**src/rtl/arith_pkg.sv**
```systemverilog
// Shared arithmetic-datapath definitions.
// Holds the divider state encoding, the default operand width and a
// helper that sizes iteration counters.
package arith_pkg;

  localparam int DEF_WIDTH = 4;

  typedef enum logic {
    ST_IDLE = 1'b0,
    ST_RUN  = 1'b1
  } state_t;

  // Bits needed to count 0..w-1; never less than one bit.
  function automatic int cnt_width(input int w);
    return (w <= 2) ? 1 : $clog2(w);
  endfunction

endpackage

```
**src/rtl/addsub_w.sv**
```systemverilog
// Combinational W-bit adder/subtractor.
// Ports:
//   i_a, i_b  operands
//   i_sub     0 = add, 1 = subtract (a - b)
//   o_sum     W-bit result
//   o_cout    carry out; in subtract mode 1 means no borrow (a >= b)
module addsub_w #(
  parameter int W = 5
) (
  input  logic [W-1:0] i_a,
  input  logic [W-1:0] i_b,
  input  logic         i_sub,
  output logic [W-1:0] o_sum,
  output logic         o_cout
);

  logic [W-1:0] w_b_eff;
  logic [W:0]   w_full;

  // Two's-complement subtract: a + ~b + 1.
  assign w_b_eff = i_sub ? ~i_b : i_b;
  assign w_full  = {1'b0, i_a} + {1'b0, w_b_eff} + {{W{1'b0}}, i_sub};
  assign o_sum   = w_full[W-1:0];
  assign o_cout  = w_full[W];

endmodule

```
**src/rtl/seq_divider.sv**
```systemverilog
// Multi-cycle unsigned restoring divider, one quotient bit per clock.
//
// state   | meaning
// --------|---------------------------------------------
// ST_IDLE | waiting for i_start; results held
// ST_RUN  | WIDTH trial-subtract iterations in progress
//
// Ports:
//   i_clk, i_rst_n          clock, async active-low reset
//   i_start                 request, sampled only in ST_IDLE
//   i_dividend, i_divisor   operands, captured on the accepting edge
//   o_busy                  operation in progress
//   o_done                  one-cycle strobe, results valid
//   o_quotient, o_remainder results, held until the next o_done
//   o_div_zero              completed operation had a zero divisor
import arith_pkg::*;

module seq_divider #(
  parameter int WIDTH = DEF_WIDTH
) (
  input  logic             i_clk,
  input  logic             i_rst_n,
  input  logic             i_start,
  input  logic [WIDTH-1:0] i_dividend,
  input  logic [WIDTH-1:0] i_divisor,
  output logic             o_busy,
  output logic             o_done,
  output logic [WIDTH-1:0] o_quotient,
  output logic [WIDTH-1:0] o_remainder,
  output logic             o_div_zero
);

  localparam int            CW   = cnt_width(WIDTH);
  localparam logic [CW-1:0] LAST = CW'(WIDTH - 1);

  state_t           r_state;
  state_t           w_state_nxt;
  logic             w_accept;
  logic             w_last;

  logic [WIDTH-1:0] r_q;
  logic [WIDTH-1:0] r_d;
  logic [WIDTH:0]   r_r;
  logic [CW-1:0]    r_cnt;
  logic             r_busy;
  logic             r_done;
  logic [WIDTH-1:0] r_quot;
  logic [WIDTH-1:0] r_rem;
  logic             r_dz;

  logic [WIDTH:0]   w_trial_a;
  logic [WIDTH:0]   w_trial_b;
  logic [WIDTH:0]   w_t;
  logic             w_no_borrow;
  logic [WIDTH:0]   w_r_nxt;
  logic [WIDTH-1:0] w_q_nxt;

  // Shift partial remainder left, bringing in the next dividend bit.
  // The top bit of R is always zero here, so it simply shifts out.
  assign w_trial_a = (r_r << 1) | {{WIDTH{1'b0}}, r_q[WIDTH-1]};
  assign w_trial_b = {1'b0, r_d};

  addsub_w #(.W(WIDTH + 1)) u_trial_sub (
    .i_a    (w_trial_a),
    .i_b    (w_trial_b),
    .i_sub  (1'b1),
    .o_sum  (w_t),
    .o_cout (w_no_borrow)
  );

  assign w_r_nxt = w_no_borrow ? w_t : w_trial_a;
  assign w_q_nxt = {r_q[WIDTH-2:0], w_no_borrow};

  always_ff @(posedge i_clk or negedge i_rst_n) begin
    if (!i_rst_n) r_state <= ST_IDLE;
    else          r_state <= w_state_nxt;
  end

  always_comb begin
    w_state_nxt = r_state;
    w_accept    = 1'b0;
    w_last      = 1'b0;
    case (r_state)
      ST_IDLE: begin
        if (i_start) begin
          w_accept    = 1'b1;
          w_state_nxt = ST_RUN;
        end
      end
      ST_RUN: begin
        if (r_cnt == LAST) begin
          w_last      = 1'b1;
          w_state_nxt = ST_IDLE;
        end
      end
      default: w_state_nxt = ST_IDLE;
    endcase
  end

  always_ff @(posedge i_clk or negedge i_rst_n) begin
    if (!i_rst_n) begin
      r_q    <= '0;
      r_d    <= '0;
      r_r    <= '0;
      r_cnt  <= '0;
      r_busy <= 1'b0;
      r_done <= 1'b0;
      r_quot <= '0;
      r_rem  <= '0;
      r_dz   <= 1'b0;
    end else begin
      r_done <= 1'b0;
      if (w_accept) begin
        r_q    <= i_dividend;
        r_d    <= i_divisor;
        r_r    <= '0;
        r_cnt  <= '0;
        r_busy <= 1'b1;
      end else if (r_state == ST_RUN) begin
        r_r   <= w_r_nxt;
        r_q   <= w_q_nxt;
        r_cnt <= r_cnt + 1'b1;
        if (w_last) begin
          r_quot <= w_q_nxt;
          r_rem  <= w_r_nxt[WIDTH-1:0];
          r_dz   <= (r_d == '0);
          r_done <= 1'b1;
          r_busy <= 1'b0;
        end
      end
    end
  end

  assign o_busy      = r_busy;
  assign o_done      = r_done;
  assign o_quotient  = r_quot;
  assign o_remainder = r_rem;
  assign o_div_zero  = r_dz;

endmodule
```
**config.mk**
```make
export PLATFORM = sky130hd
export DESIGN_NAME = seq_divider
export DESIGN_NICKNAME = d
export VERILOG_FILES = /design/src/rtl/arith_pkg.sv /design/src/rtl/addsub_w.sv /design/src/rtl/seq_divider.sv
export SDC_FILE = /design/constraint.sdc
export NUM_CORES = 1
export LEC_CHECK = 0
export ABC_AREA = 0
export CAP_MARGIN = 10
export CORE_MARGIN = 5
export CORE_UTILIZATION = 55
export CTS_CLUSTER_SIZE = 8
export DETAILED_ROUTE_END_ITERATION = 10
export PLACE_DENSITY = 0.89
export SLEW_MARGIN = 20
export SYNTH_ARGS = -nofsm -noshare
export SYNTH_HDL_FRONTEND = slang
export SYNTH_HIERARCHICAL = 1
export SYNTH_SLANG_ARGS = --single-unit
```
**constraint.sdc**
```tcl
create_clock -name i_clk -period 6.96 [get_ports i_clk]
set_clock_uncertainty 0.15 [all_clocks]
set_input_delay 1.392 -clock i_clk [delete_from_list [all_inputs] [get_ports i_clk]]
set_output_delay 1.392 -clock i_clk [all_outputs]
set_load 0.005 [all_outputs]
```
### After elaboration in Yosys (flattened, before gate mapping)

Cells that the tools add are included.

| operators by class | value |
|---|---|
| add/sub/neg operators | 3 |
| equality and inequality tests | 1 |
| multiplexer cells | 19 |
| bitwise gates (word level) | 4 |
| reductions and logical operators | 5 |

Operators by type and width:

| cell | count |
|---|---|
| $mux W4 | 5 |
| $mux W1 | 11 |
| $add A5 B5 Y6 | 1 |
| $add A6 B1 Y6 const B | 1 |
| $not A4 Y5 | 1 |
| $or A5 B1 Y5 | 1 |
| $logic_not A4 Y1 | 1 |
| $mux W2 | 2 |
| $reduce_bool A2 Y1 | 2 |
| $reduce_and A3 Y1 | 1 |
| $add A2 B1 Y2 const B | 1 |
| $eq A2 B2 Y1 const B | 1 |
| $not A1 Y1 | 2 |
| $pmux W1 S2 | 1 |
| $reduce_and A2 Y1 | 1 |

| word-level totals | value |
|---|---|
| bits in registers | 26 |
| input port bits | 11 |
| output and inout bits | 11 |
| word-level logic and storage cells | 42 |

### Logic depth before layout (Yosys ltp)

Gate-level depths: netlist (run 1).

| logic depth | value |
|---|---|
| depth in word-level cells | 6 |
| mapped depth | 9 |
| gate-level depth less buffers | 7 |

### By module

The synthesis (run 1) kept the hierarchy.

By module, submodules not included:

| module | instances | cells each | area each (µm²) | seq. area each (µm²) |
|---|---|---|---|---|
| seq_divider | 1 | 81 | 1091.0 | 650.6 |
| addsub_w | 1 | 29 | 240.2 | 0.0 |

### Least setup slack after synthesis (run 1)

No wires, ideal clock.

| path | value |
|---|---|
| path kind | input -> register |
| start point | in i_start |
| end point | reg r_d[0] |
| setup time | 0.125 ns |
| arrival time | 2.035 ns |
| slack | 4.651 ns |
| stages on the path | 3 |
| path buffers | 1 |
| cells stage by stage | buf_4 nor2b_4 mux2_2 |

| between the ends | value |
|---|---|
| word-level cells in the longest chain between the ends | 2 |

Ends and longest elaborated chain:

| what | RTL line | RTL |
|---|---|---|
| start, declared | seq_divider.sv:23 | `input logic i_start,` |
| $mux W1 | seq_divider.sv:85 | `if (i_start) begin` |
| $mux W1 | seq_divider.sv:83 | `case (r_state)` |
| end signal, assigned | seq_divider.sv:115 | `r_d <= i_divisor;` |
| end, declared | seq_divider.sv:42 | `logic [WIDTH-1:0] r_d;` |

No other way between the ends.
A chain may end at the register's enable or synchronous reset.

### Worst setup path after layout (run 1)

| path | value |
|---|---|
| start point | reg r_quot[0], in the netlist o_quotient[0] |
| end point | out o_quotient[0] |

RTL lines:

| what | RTL line | RTL |
|---|---|---|
| start, declared | seq_divider.sv:47 | `logic [WIDTH-1:0] r_quot;` |
| start signal, assigned | seq_divider.sv:124 | `r_quot <= w_q_nxt;` |
| end, declared | seq_divider.sv:28 | `output logic [WIDTH-1:0] o_quotient,` |

No word-level cell between the ends.

==> results by group, run 1 <==
Drt
  • Vias per inst: 5.45
  • Post-route ant nets: 0
  • Routed len/inst: 15.9 um
  • Drt pass-1 iters: 4
  • Drt drc: 0
  • Vias: 839
  • Total Wirelength: 2450 um
  • Starting DRT DRC Count: 20

STA
  • Max Clock Freq: 0.364 GHz
  • Setup TNS: 0 ps
  • Fin crit share: 39.5%
  • Worst slew pin tran: 858 ps
  • Post-route minimum period: 2750 ps
  • Slew Limit Fails: 0
  • Rel. slew slack: 42.6%
  • Final worst slack: 4210 ps
  • RSZ-0062 raised after global routing: false
  • Fin. Hold Viols: 0
  • Final setup viols: 0

Synthesis
  • Synth Warn #: 6
  • Post-Synthesis Cells: 107
  • Synth Cell Area: 1310 um^2
  • Post-Synthesis Net Count: 125
  • Avg Cell Area, Syn: 12.2 um^2

Layout
  • Layout cell share with drive strength beyond 1: 18.3%
  • Synth-to-layout area growth: 17.0%
  • Area occupied by multi-input gates: 596 um^2
  • Fillcell total: 180
  • Final net count: 146
  • Diode count: 0
  • Most frequent cells in the layout: dfrtp_1, clkdlybuf4s50_1, mux2_2
  • Commonest non-fill, non-tap cell in the layout: dfrtp_1
  • Sequential standard cell area: 651 um^2

Clocking
  • TritonCTS clock tree: yes
  • H-Tree Depth: 1
  • Setup bufs post-CTS: 0
  • Num CTS Buffers: 3
  • Cts repair resizes: 0
  • Clock Latency Late Sink: 310 ps
  • CTS sink count: 26
  • Worst-path clk slew: 130 ps
  • CTS Root Cell: clkbuf_4
  • Clock buffer depth: 2
  • Cts hold-fix bufs: 0

Pwr
  • Int Power: 433 uW
  • Sequential Power Share: 40.8%
  • Switching pwr: 247 uW
  • Clock power frac: 8.7%
  • Sw frac: 36.4%
  • Gate power share: 50.4%
  • Peak supply drop: 0.000351 V
  • Leakage: 0.000716 uW
  • Pwr Density: 444 nW/um^2

Die
  • Core Box Area: 2230 um^2
  • Die width: 58.8 um
  • Die footprint: 3460 um^2
  • I/O pin cnt: 22
  • Die height: 58.8 um
  • Row cnt: 17
  • Initial Util: 58.6%

Critical path
  • Crit. End Element: primary output
  • Critical Path Max Stage Delay: 510 ps
  • CP Max Fanout: 2
  • Worst-path cell chain: clkdlybuf4s50_1
  • Crit path kind: reg2out
  • CP Launch Type: register
  • Delay-heaviest family, CP: buffers and inverters
  • Crit path arrival time: 1200 ps
  • Crit-path slowest cell: clkdlybuf4s50_1
  • Worst Path Buf+Inv: 1
  • Critical Path RT: 5420 ps

Global routing
  • GR Overflow Total: 0
  • GRT Total Usage: 15.6%
  • Largest net degree at the start of global routing: 27
  • First-pass GRT wire length: 4080 um
  • Initial antenna violation count: 0
  • Vias in the first global route: 887

Placed design
  • Global placement routability congestion: 0.771
  • Worst Setup Slack post-DPL: 3970 ps
  • Dpl hpwl: 1840 um
  • Count of input and output buffers: 21

Min path
  • Hold Crit Class: reg2reg

Status
  • Outcome: complete, no violations

Job
  • Max Cap Viol: 0
==> sequential cells by signal, summed over array words and instances (netlist names) <==
| register | flops |
|---|---|
| o_busy | 1 |
| r_cnt | 2 |
| o_done | 1 |
| r_q | 4 |
| r_d | 4 |
| r_r | 4 |
| r_state | 1 |
| o_quotient | 4 |
| o_remainder | 4 |
| o_div_zero | 1 |
==> stage by stage <==
| stage | std cells | hold slack (ps) | util, % | power, uW | area, um^2 |
|---|---|---|---|---|---|
| after floorplan | 107 | 317 | - | 511 | 1310 |
| after global placement | 151 | 338 | 67.8 | 599 | 1510 |
| after detailed placement | 151 | 341 | 67.8 | 620 | 1510 |
| after CTS | 154 | 370 | 68.8 | 684 | 1540 |
| after global routing | 154 | 396 | 68.6 | 733 | 1530 |
| final | 154 | 369 | 68.6 | 680 | 1530 |
==> power groups by stage <==
stage / logic (uW) / clock network [uW] / registers [uW]
after floorplan: 250 / 0 / 262
after global placement: 322 / 0 / 277
after detailed placement: 339 / 0 / 281
after CTS: 345 / 61.6 / 278
after global routing: 377 / 69.1 / 286
final: 343 / 59.4 / 278
==> final cells by class <==
cell class	count	area share (%)
timing repair buffer	21	13.4
tap	28	2.29
multi-input combinational	70	38.9
sequential	26	42.5
inverter	6	1.47
clock buffer	3	1.47
==> per-layer routing <==
metal | part of all wire, % | GRT usage [%] | up-vias
li1 | - | - | 403
met4 | 1.7 | 3.56 | 0
met1 | 41 | 19.4 | 408
met2 | 52 | 26.3 | 24
met3 | 4.8 | 4.82 | 4
met5 | 0 | 0 | -
==> final timing paths <==
kind,startpoint,to,slack (ps),cells after the start
hold reg to reg,o_quotient[2],o_quotient[2],370,1
min in group asynchronous,i_rst_n,o_remainder[3],900,1
setup reg to reg,r_d[2],o_remainder[0],4370,7
hold / removal,o_quotient[2],o_quotient[2],370,1
max in group asynchronous,i_rst_n,r_q[1],5380,1
setup / recovery,o_quotient[0],o_quotient[0],4210,1
No activity file was read; power rests on OpenSTA's default activity.
==> run 2: changes to the inputs <==
--- a/config.mk
+++ b/config.mk
@@ -8,10 +8,10 @@
 export ABC_AREA = 0
 export CAP_MARGIN = 10
 export CORE_MARGIN = 5
-export CORE_UTILIZATION = 55
+export CORE_UTILIZATION = 52
 export CTS_CLUSTER_SIZE = 8
 export DETAILED_ROUTE_END_ITERATION = 10
-export PLACE_DENSITY = 0.89
+export PLACE_DENSITY = 0.85
 export SLEW_MARGIN = 20
 export SYNTH_ARGS = -nofsm -noshare
 export SYNTH_HDL_FRONTEND = slang
==> constraint.sdc (replaced) <==
create_clock -name i_clk -period 2.6 [get_ports i_clk]
set_clock_uncertainty 0.15 [all_clocks]
set_input_delay 0.52 -clock i_clk [delete_from_list [all_inputs] [get_ports i_clk]]
set_output_delay 0.52 -clock i_clk [all_outputs]
set_load 0.005 [all_outputs]
==> run 2 against run 1 <==
  * Worst setup slack lost 3900 ps
  * Non-clock buffer count grew 4
  * Critical endpoint is now o_remainder[0]
  * Power grew to 2.9 times the previous value
  * Largest power group unchanged
  * Largest cell class unchanged
  * Sequential share of layout area shrank 1.8 points
  * Register-to-register slack lost 4000 ps
==> results by group, run 2 (synthesis gave the netlist of run 1 again) <==
Clocking
  • Setup bufs post-CTS: 0
  • Worst-path clk slew: 140 ps
  • Cts repair resizes: 0
  • Num CTS Buffers: 3
  • Clock buffer depth: 2
  • CTS sink count: 26
  • CTS Root Cell: clkbuf_4
  • Cts hold-fix bufs: 0
  • Clock Latency Late Sink: 310 ps
  • TritonCTS clock tree: yes
  • H-Tree Depth: 1

Placed design
  • Worst Setup Slack post-DPL: 348 ps
  • Global placement routability congestion: 0.826
  • Count of input and output buffers: 21
  • Dpl hpwl: 1870 um

Global routing
  • Met1 GRT Util: 20.2%
  • Initial antenna violation count: 0
  • GRT Total Usage: 15.4%
  • GR Util met3: 1.94%
  • GR Overflow Total: 0
  • First-pass GRT wire length: 4150 um
  • Largest net degree at the start of global routing: 27
  • Busiest grt layer: met2
  • Vias in the first global route: 888
  • M2 GR Usage: 26.2%

Die
  • Die width: 60.2 um
  • Row cnt: 18
  • Initial Util: 53.8%
  • Die footprint: 3620 um^2
  • I/O pin cnt: 22
  • Core Box Area: 2430 um^2
  • Die height: 60.2 um

Status
  • Outcome: complete, no violations

Critical path
  • Crit. End Element: register
  • Number of cells on the worst reg-to-reg path: 7
  • CP Launch Type: register
  • Crit path kind: reg2reg
  • CP Max Fanout: 3
  • Critical Path RT: 2670 ps
  • Crit path arrival time: 2320 ps

Layout
  • Diode count: 0
  • Layout cell share with drive strength beyond 1: 20.6%
  • Synth-to-layout area growth: 22.2%
  • Fillcell total: 192
  • Commonest non-fill, non-tap cell in the layout: dfrtp_1
  • Most frequent cells in the layout: dfrtp_1, clkdlybuf4s50_1, mux2_2
  • Final net count: 150

Pwr
  • Total power: 1950 uW
  • Peak supply drop: 0.000678 V
  • Leakage: 0.000749 uW
  • Pwr Density: 1220 nW/um^2

STA
  • Fin. Hold Viols: 0
  • Fin crit share: 86.7%
  • Slew Limit Fails: 0
  • RSZ-0062 raised after global routing: false
  • Final worst slack: 346 ps
  • Post-route minimum period: 2250 ps
  • Max Clock Freq: 0.444 GHz
  • Final setup viols: 0
  • Setup TNS: 0 ps

Drt
  • Starting DRT DRC Count: 12
  • Vias: 860
  • Drt pass-1 iters: 2
  • Routed len/inst: 15.0 um
  • Drt drc: 0
  • Total Wirelength: 2410 um
  • Post-route ant nets: 0
  • Vias per inst: 5.34

Min path
  • WHS Path Cells: 1
  • Hold Crit Class: reg2reg

Job
  • Max Cap Viol: 0
run 2: where the power goes:
group,internal [uW],switching [uW]
combinational,543,412
clock,156,121
sequential,584,131
total,1280,664
run 2: cell type report:
| cell class | count | area (um^2) | share of cell area, % |
|---|---|---|---|
| flip-flops and latches | 26 | 651 | 40.7 |
| multi-input cells | 70 | 596 | 37.2 |
| repair buffers | 25 | 240 | 15.0 |
| well taps | 30 | 37.5 | 2.35 |
| clock inverters | 1 | 30.0 | 1.88 |
| clock buffers | 3 | 22.5 | 1.41 |
| inverters | 6 | 22.5 | 1.41 |
run 2: final timing paths:
path                                     from             end  slack [ps]
worst min register to register  o_quotient[2]   o_quotient[2]         370
min in group asynchronous             i_rst_n          r_r[2]         400
worst max register to register         r_d[2]  o_remainder[0]         350
worst min-delay path            o_quotient[2]   o_quotient[2]         370
worst max-delay path                   r_d[2]  o_remainder[0]         350
max in group asynchronous             i_rst_n  o_remainder[1]        1650
run 2: metal layers:
layer	vias to the layer above	part of all wire (%)
met5	-	0
met4	0	0.99
met3	2	2.6
met2	11	51
met1	436	45
li1	411	-
run 2: per-stage QoR:
| step | hold slack (ps) | util [%] | cell area [um^2] | std cells |
|---|---|---|---|---|
| floorplan | 74.4 | - | 1310 | 107 |
| global placement | 334 | 63.6 | 1550 | 157 |
| detailed placement | 342 | 63.6 | 1550 | 157 |
| CTS | 375 | 65.7 | 1600 | 161 |
| global route | 407 | 65.7 | 1600 | 161 |
| finish | 371 | 65.7 | 1600 | 161 |
run 2: critical path, stage by stage, from the launching register on:
cell and delay (ps):
dfrtp_1 430, xor2_1 220, ha_1 180, nand2_1 70, or2_1 210, a31oi_1 300, mux2_4 340, mux2_4 260
==> run 3: changes to the inputs <==
--- a/config.mk
+++ b/config.mk
@@ -6,12 +6,14 @@
 export NUM_CORES = 1
 export LEC_CHECK = 0
 export ABC_AREA = 0
+export ABC_CLOCK_PERIOD_IN_PS = 2500
 export CAP_MARGIN = 10
 export CORE_MARGIN = 5
 export CORE_UTILIZATION = 52
 export CTS_CLUSTER_SIZE = 8
 export DETAILED_ROUTE_END_ITERATION = 10
 export PLACE_DENSITY = 0.85
+export SKIP_CTS_REPAIR_TIMING = 1
 export SLEW_MARGIN = 20
 export SYNTH_ARGS = -nofsm -noshare
 export SYNTH_HDL_FRONTEND = slang
==> constraint.sdc (replaced) <==
create_clock -name i_clk -period 2.5 [get_ports i_clk]
set_clock_uncertainty 0.15 [all_clocks]
set_input_delay 0.5 -clock i_clk [delete_from_list [all_inputs] [get_ports i_clk]]
set_output_delay 0.5 -clock i_clk [all_outputs]
set_load 0.005 [all_outputs]
==> results of run 3 <==
The final DEF is identical to that of run 2. Status: complete, no violations.
Main changes from that run: setup slack after placement 348 ps -> 248 ps; setup slack after layout 346 ps -> 246 ps; register-to-register setup slack 350 ps -> 250 ps; total power 1950 uW -> 2030 uW; worst IR drop on VDD 0.000678 V -> 0.000705 V
==> RTL edit 1, RTL diff (config.mk and constraints of run 3) <==
Set the package constant `DEF_WIDTH` to 5 (it was 4).
--- a/src/rtl/arith_pkg.sv
+++ b/src/rtl/arith_pkg.sv
@@ -3,7 +3,7 @@
 // helper that sizes iteration counters.
 package arith_pkg;
 
-  localparam int DEF_WIDTH = 4;
+  localparam int DEF_WIDTH = 5;
 
   typedef enum logic {
     ST_IDLE = 1'b0,
Ports: changed (resized i_dividend, i_divisor, o_quotient and o_remainder); port bits go from 22 to 26. No check against the original RTL was run, so the function may have changed too.
==> RTL edit 1 against run 3 <==
- die area is 19% higher
- cell area increased by 23%
- area after synthesis is 23% higher
- wire length is 34% higher
- sequential cell count up 6
- critical path depth is 1 higher
- combinational power rose by 38%
- sequential power grew 30%
- non-clock buffer count grew 9
- setup slack got worse by 0.20 ns
- via count increased by 24%
- total power is 29% higher
- count of clock-buffer cells in the layout grew 3
- largest cell class unchanged
==> RTL edit 1: results (changes against run 3) <==
* Clock Path Buffers at 2 (unchanged)
* First-pass GRT wire length at 5690 um (+37%)
* Clk_lat worst skew at 0.33 ns (+0.02 ns)
* DRT Wirelength at 3240 um (+34%)
* Worst voltage drop across the vdd grid at 0.647 mV (-8.1%)
* Total via count after detailed routing at 1,066 (+24%)
* Fraction of standard cell area that is sequential at 0.407 (about the same)
* Maximum number of pins on one net before global-route repair at 33 (+22%)
* Port buffer count at 25 (+19%)
* Hold Crit Class: reg -> reg
* Count of multi-input gates at 83 (+19%)
* Arrival time at the worst endpoint at 2.52 ns (+0.20 ns)
* Post-placement setup slack at -0.0199 ns (-0.268 ns)
* Slowest cell on the critical path: sky130_fd_sc_hd__dfrtp_1
* Antenna violations before repair at 0 (unchanged)
* Hold-critical path depth at 1 (unchanged)
* Relative area of clock buffers and inverters in the final design at 0.0235 (-0.00934)
* Yosys Warn Count at 6 (unchanged)
* Share of layout cells above drive strength 1 at 0.248 (+0.0423)
* Delay contributed by the slowest stage of the critical path at 0.39 ns (-0.04 ns)
* Number of levels the H-tree was split into at 2 (+1)
* Final antenna diode count at 0 (unchanged)
* Leak at 0.931 nW (+24%)
* Total nets after synthesis at 148 (+18%)
* Clk root buf: sky130_fd_sc_hd__clkbuf_4
* Cell seen most often among critical-path stages: sky130_fd_sc_hd__mux2_2
* Outcome: finished clean
* Number of clock buffer instances in the layout at 6 (+3)
* Maximum net fanout on the critical path at 7 (+4)
* Number of global-route vias before repair at 1,217 (+37%)
* Number of design-rule violations left by the first detailed-router iteration at 33 (+21)
* Layout buffer count excluding clock buffers at 34 (+36%)
* Number of cell instances on the worst register-to-register path at 8 (+1)
* Number of buffers created by CTS at 5 (+2)
* Net count, final at 183 (+22%)
* TritonRoute pass-1 iters at 4 (+2)
* Non-clock buffering overhead at 0.161 (+0.0112)
* GRT Overall Usage at 0.175 (+0.0207)
* Logic inverters at 5 (-1)
* Num Clock Sinks at 32 (+23%)
* Number of filler instances in the final layout at 217 (+13%)
* Clock transition time at the flip-flop clock pins of the worst setup and hold paths at 0.09 ns (-0.05 ns)
* HPWL after detailed placement at 2350 um (+26%)
* Routability congestion estimate at 0.742 (-10%)
* Area of combinational cells with multiple inputs at 741 um^2 (+24%)
[RTL edit 1: final timing paths]
check | from | to | slack (ns)
min reg2reg | o_quotient[2] | o_quotient[2] | 0.36
min | o_quotient[2] | o_quotient[2] | 0.36
max | r_d[0] | o_remainder[0] | 0.05
min in group asynchronous | i_rst_n | r_d[3] | 0.42
max in group asynchronous | i_rst_n | r_state | 1.49
max reg2reg | r_d[0] | o_remainder[0] | 0.05
[RTL edit 1: power breakdown]
part	internal (mW)	switching [mW]
Sequential	0.760	0.210
Combinational	0.789	0.579
Clock	0.103	0.166
[RTL edit 1: critical path, delay by kind of cell (launching register included)]
kind,cells,cell delay (ns)
AOI/OAI and AO/OA,3,0.55
adders and majority gates,1,0.36
buffers and inverters,1,0.08
DFF,1,0.39
muxes,3,0.80
[RTL edit 1: stage by stage]
step | cells | area, um^2 | TNS (ns) | power (mW) | utilization
floorplan | 126 | 1610 | 0 | 1.81 | -
global placement | 184 | 1890 | 0 | 2.18 | 0.630
detailed placement | 184 | 1890 | -0.0432 | 2.27 | 0.630
CTS | 191 | 1940 | -0.126 | 2.55 | 0.645
global route | 194 | 1970 | -0.177 | 2.82 | 0.655
finish | 194 | 1970 | 0 | 2.61 | 0.655
[RTL edit 1: routing by layer]
layer	global-route usage	wire length, um	up-vias	share of wire
met1	0.211	1400	525	0.43
met5	0	0	-	0
met3	0.0547	127	6	0.039
met2	0.298	1670	24	0.52
met4	0.0492	43	0	0.013
li1	-	-	511	-
==> RTL edit 2, RTL diff (settings of run 3) <==
Without the edit above. Add an input register stage for `i_start`, `i_dividend` and `i_divisor`; this delays them by one clock.
--- a/src/rtl/seq_divider.sv
+++ b/src/rtl/seq_divider.sv
@@ -32,6 +32,16 @@
 
   localparam int            CW   = cnt_width(WIDTH);
   localparam logic [CW-1:0] LAST = CW'(WIDTH - 1);
+
+  logic i_start_q;
+  logic [WIDTH-1:0] i_dividend_q;
+  logic [WIDTH-1:0] i_divisor_q;
+
+  always_ff @(posedge i_clk) begin
+    i_start_q    <= i_start;
+    i_dividend_q <= i_dividend;
+    i_divisor_q  <= i_divisor;
+  end
 
   state_t           r_state;
   state_t           w_state_nxt;
@@ -82,7 +92,7 @@
     w_last      = 1'b0;
     case (r_state)
       ST_IDLE: begin
-        if (i_start) begin
+        if (i_start_q) begin
           w_accept    = 1'b1;
           w_state_nxt = ST_RUN;
         end
@@ -111,8 +121,8 @@
     end else begin
       r_done <= 1'b0;
       if (w_accept) begin
-        r_q    <= i_dividend;
-        r_d    <= i_divisor;
+        r_q    <= i_dividend_q;
+        r_d    <= i_divisor_q;
         r_r    <= '0;
         r_cnt  <= '0;
         r_busy <= 1'b1;
Function: changed (Yosys sat finds a counterexample within 4 cycles, from zero or initial values and one cycle with i_rst_n low).
==> RTL edit 2 against run 3 <==
- total power rose by 14%
- cell area grew 13%
- global-route usage fell by 0.85 points
- maximum frequency shrank 2.5%
- area after synthesis rose by 14%
- wire length up 7.5%
- highest routed layer unchanged
- clock power rose by 40%
- setup slack lost 0.059 ns
- sequential cell count grew 9
- final cell count rose by 8.1%
- worst hold slack lost 0.050 ns
- utilization is 0.40 points lower
==> RTL edit 2: results (changes against run 3) <==
* Slowest cell on the critical path: sky130_fd_sc_hd__dfrtp_1
* Outcome: finished clean
* Arrival time at the worst endpoint at 2.40 ns (+0.08 ns)
* Post-Synthesis Cells at 116 (+8.4%)
* Routed wire length on met3 at 172 um (+180%)
* Clock Path Buffers at 2 (unchanged)
* Met2 track demand over resource in global routing at 0.237 (-0.0250)
* Leak at 0.837 nW (+12%)
* Number of buffers created by CTS at 5 (+2)
* Average routed wire per standard cell at 14.9 um (-0.49%)
* Finished Layout Cells at 174 (+8.1%)
* Delay contributed by the slowest stage of the critical path at 0.41 ns (-0.02 ns)
* Number of global-route vias before repair at 977 (+10%)
* Reg-to-reg slack, setup at 0.19 ns (-0.06 ns)
* Final antenna diode count at 0 (unchanged)
* Port buffer count at 21 (unchanged)
* Number of filler instances in the final layout at 214 (+11%)
* Launch point of the worst hold path: i_divisor_q[3]
* Worst Hold Path EP: r_d[3]
* Yosys Warn Count at 6 (unchanged)
* Post-placement setup slack at 0.210 ns (-0.0375 ns)
* Net count, final at 160 (+6.7%)
* Number of levels the H-tree was split into at 2 (+1)
* HPWL after detailed placement at 1910 um (+2.1%)
* Hold Crit Class: reg -> reg
* Met2 WL post-DR at 1300 um (+5.1%)
* Worst r2r dst: o_remainder[0]
* Worst voltage drop across the vdd grid at 0.972 mV (+38%)
* First-pass GRT wire length at 4440 um (+7.0%)
* TritonRoute pass-1 iters at 4 (+2)
* Number of cell instances on the worst register-to-register path at 7 (unchanged)
* Maximum number of pins on one net before global-route repair at 27 (unchanged)
* Clock transition time at the flip-flop clock pins of the worst setup and hold paths at 0.11 ns (-0.03 ns)
* Top routing layer in use: met4
* Hold-critical path depth at 1 (unchanged)
* Startpoint of the lowest-slack register-to-register path: r_d[1]
* Global-route track usage on met1 at 0.161 (-0.0410)
* GRT Overall Usage at 0.145 (-0.00854)
* Clk_lat worst skew at 0.34 ns (+0.03 ns)
* Via density per instance at 5.27 (-1.3%)
* Count of antenna-violating nets left after detailed routing at 0 (unchanged)
* Met3 global-route usage at 0.0568 (+0.0374)
* Share of layout cells above drive strength 1 at 0.210 (+0.00368)
* Metal-1 WL at 1060 um (-2.4%)
* Total placed instance area at 1720 um^2 (+11%)
* Antenna violations before repair at 0 (unchanged)
* Number of slew-limit violations in the final report at 0 (unchanged)
* Hold slack at 0.321 ns (-0.0502 ns)
* Number of design-rule violations left by the first detailed-router iteration at 36 (+24)
* Routability congestion estimate at 0.800 (-3.1%)
* Total nets after synthesis at 134 (+7.2%)
* Maximum net fanout on the critical path at 3 (unchanged)
* Clk root buf: sky130_fd_sc_hd__clkbuf_4
-- RTL edit 2: changes by cell type in the layout (fill, tap and decap cells not counted) --
cell,before,now
sky130_fd_sc_hd__dfxtp_1,0,9
sky130_fd_sc_hd__clkbuf_4,3,5
sky130_fd_sc_hd__buf_4,4,3
sky130_fd_sc_hd__clkinv_2,0,1
sky130_fd_sc_hd__clkinv_4,0,1
-- RTL edit 2: worst max-delay path by stage --
| stage | endpoint | cells after the start | start | slack [ns] |
|---|---|---|---|---|
| detailed placement | o_remainder[0] | 7 | r_d[1] | 0.21 |
| CTS | o_remainder[0] | 7 | r_d[1] | 0.19 |
| global placement | r_r[3] | 8 | r_d[2] | 0.31 |
| finish | o_remainder[0] | 7 | r_d[1] | 0.19 |
| floorplan | o_remainder[0] | 8 | r_d[3] | 0.33 |
| global route | r_r[3] | 8 | r_d[1] | 0.06 |
-- RTL edit 2: layout make-up --
| type | count | area [um^2] | area share |
|---|---|---|---|
| clock inverters | 3 | 43.8 | 0.0243 |
| inverters | 6 | 22.5 | 0.0125 |
| well taps | 31 | 38.8 | 0.0215 |
| clock buffers | 5 | 37.5 | 0.0208 |
| multi-input cells | 70 | 596 | 0.331 |
| flip-flops and latches | 35 | 831 | 0.461 |
| repair buffers | 24 | 233 | 0.129 |
-- RTL edit 2: power by group --
| part | total, mW | internal (mW) | switching (mW) | leakage (nW) |
|---|---|---|---|---|
| combinational | 0.999 | 0.567 | 0.432 | 0.392 |
| clock | 0.404 | 0.210 | 0.193 | 0.0452 |
| sequential | 0.906 | 0.761 | 0.145 | 0.400 |
-- RTL edit 2: critical path: cells and delay by family, from the launching register on --
kind	cells	cell delay, ns
muxes	2	0.61
DFF	1	0.41
AOI/OAI and AO/OA	1	0.32
and+or+nand+nor	2	0.28
xor gates and xnor gates	1	0.25
adders and majority gates	1	0.19
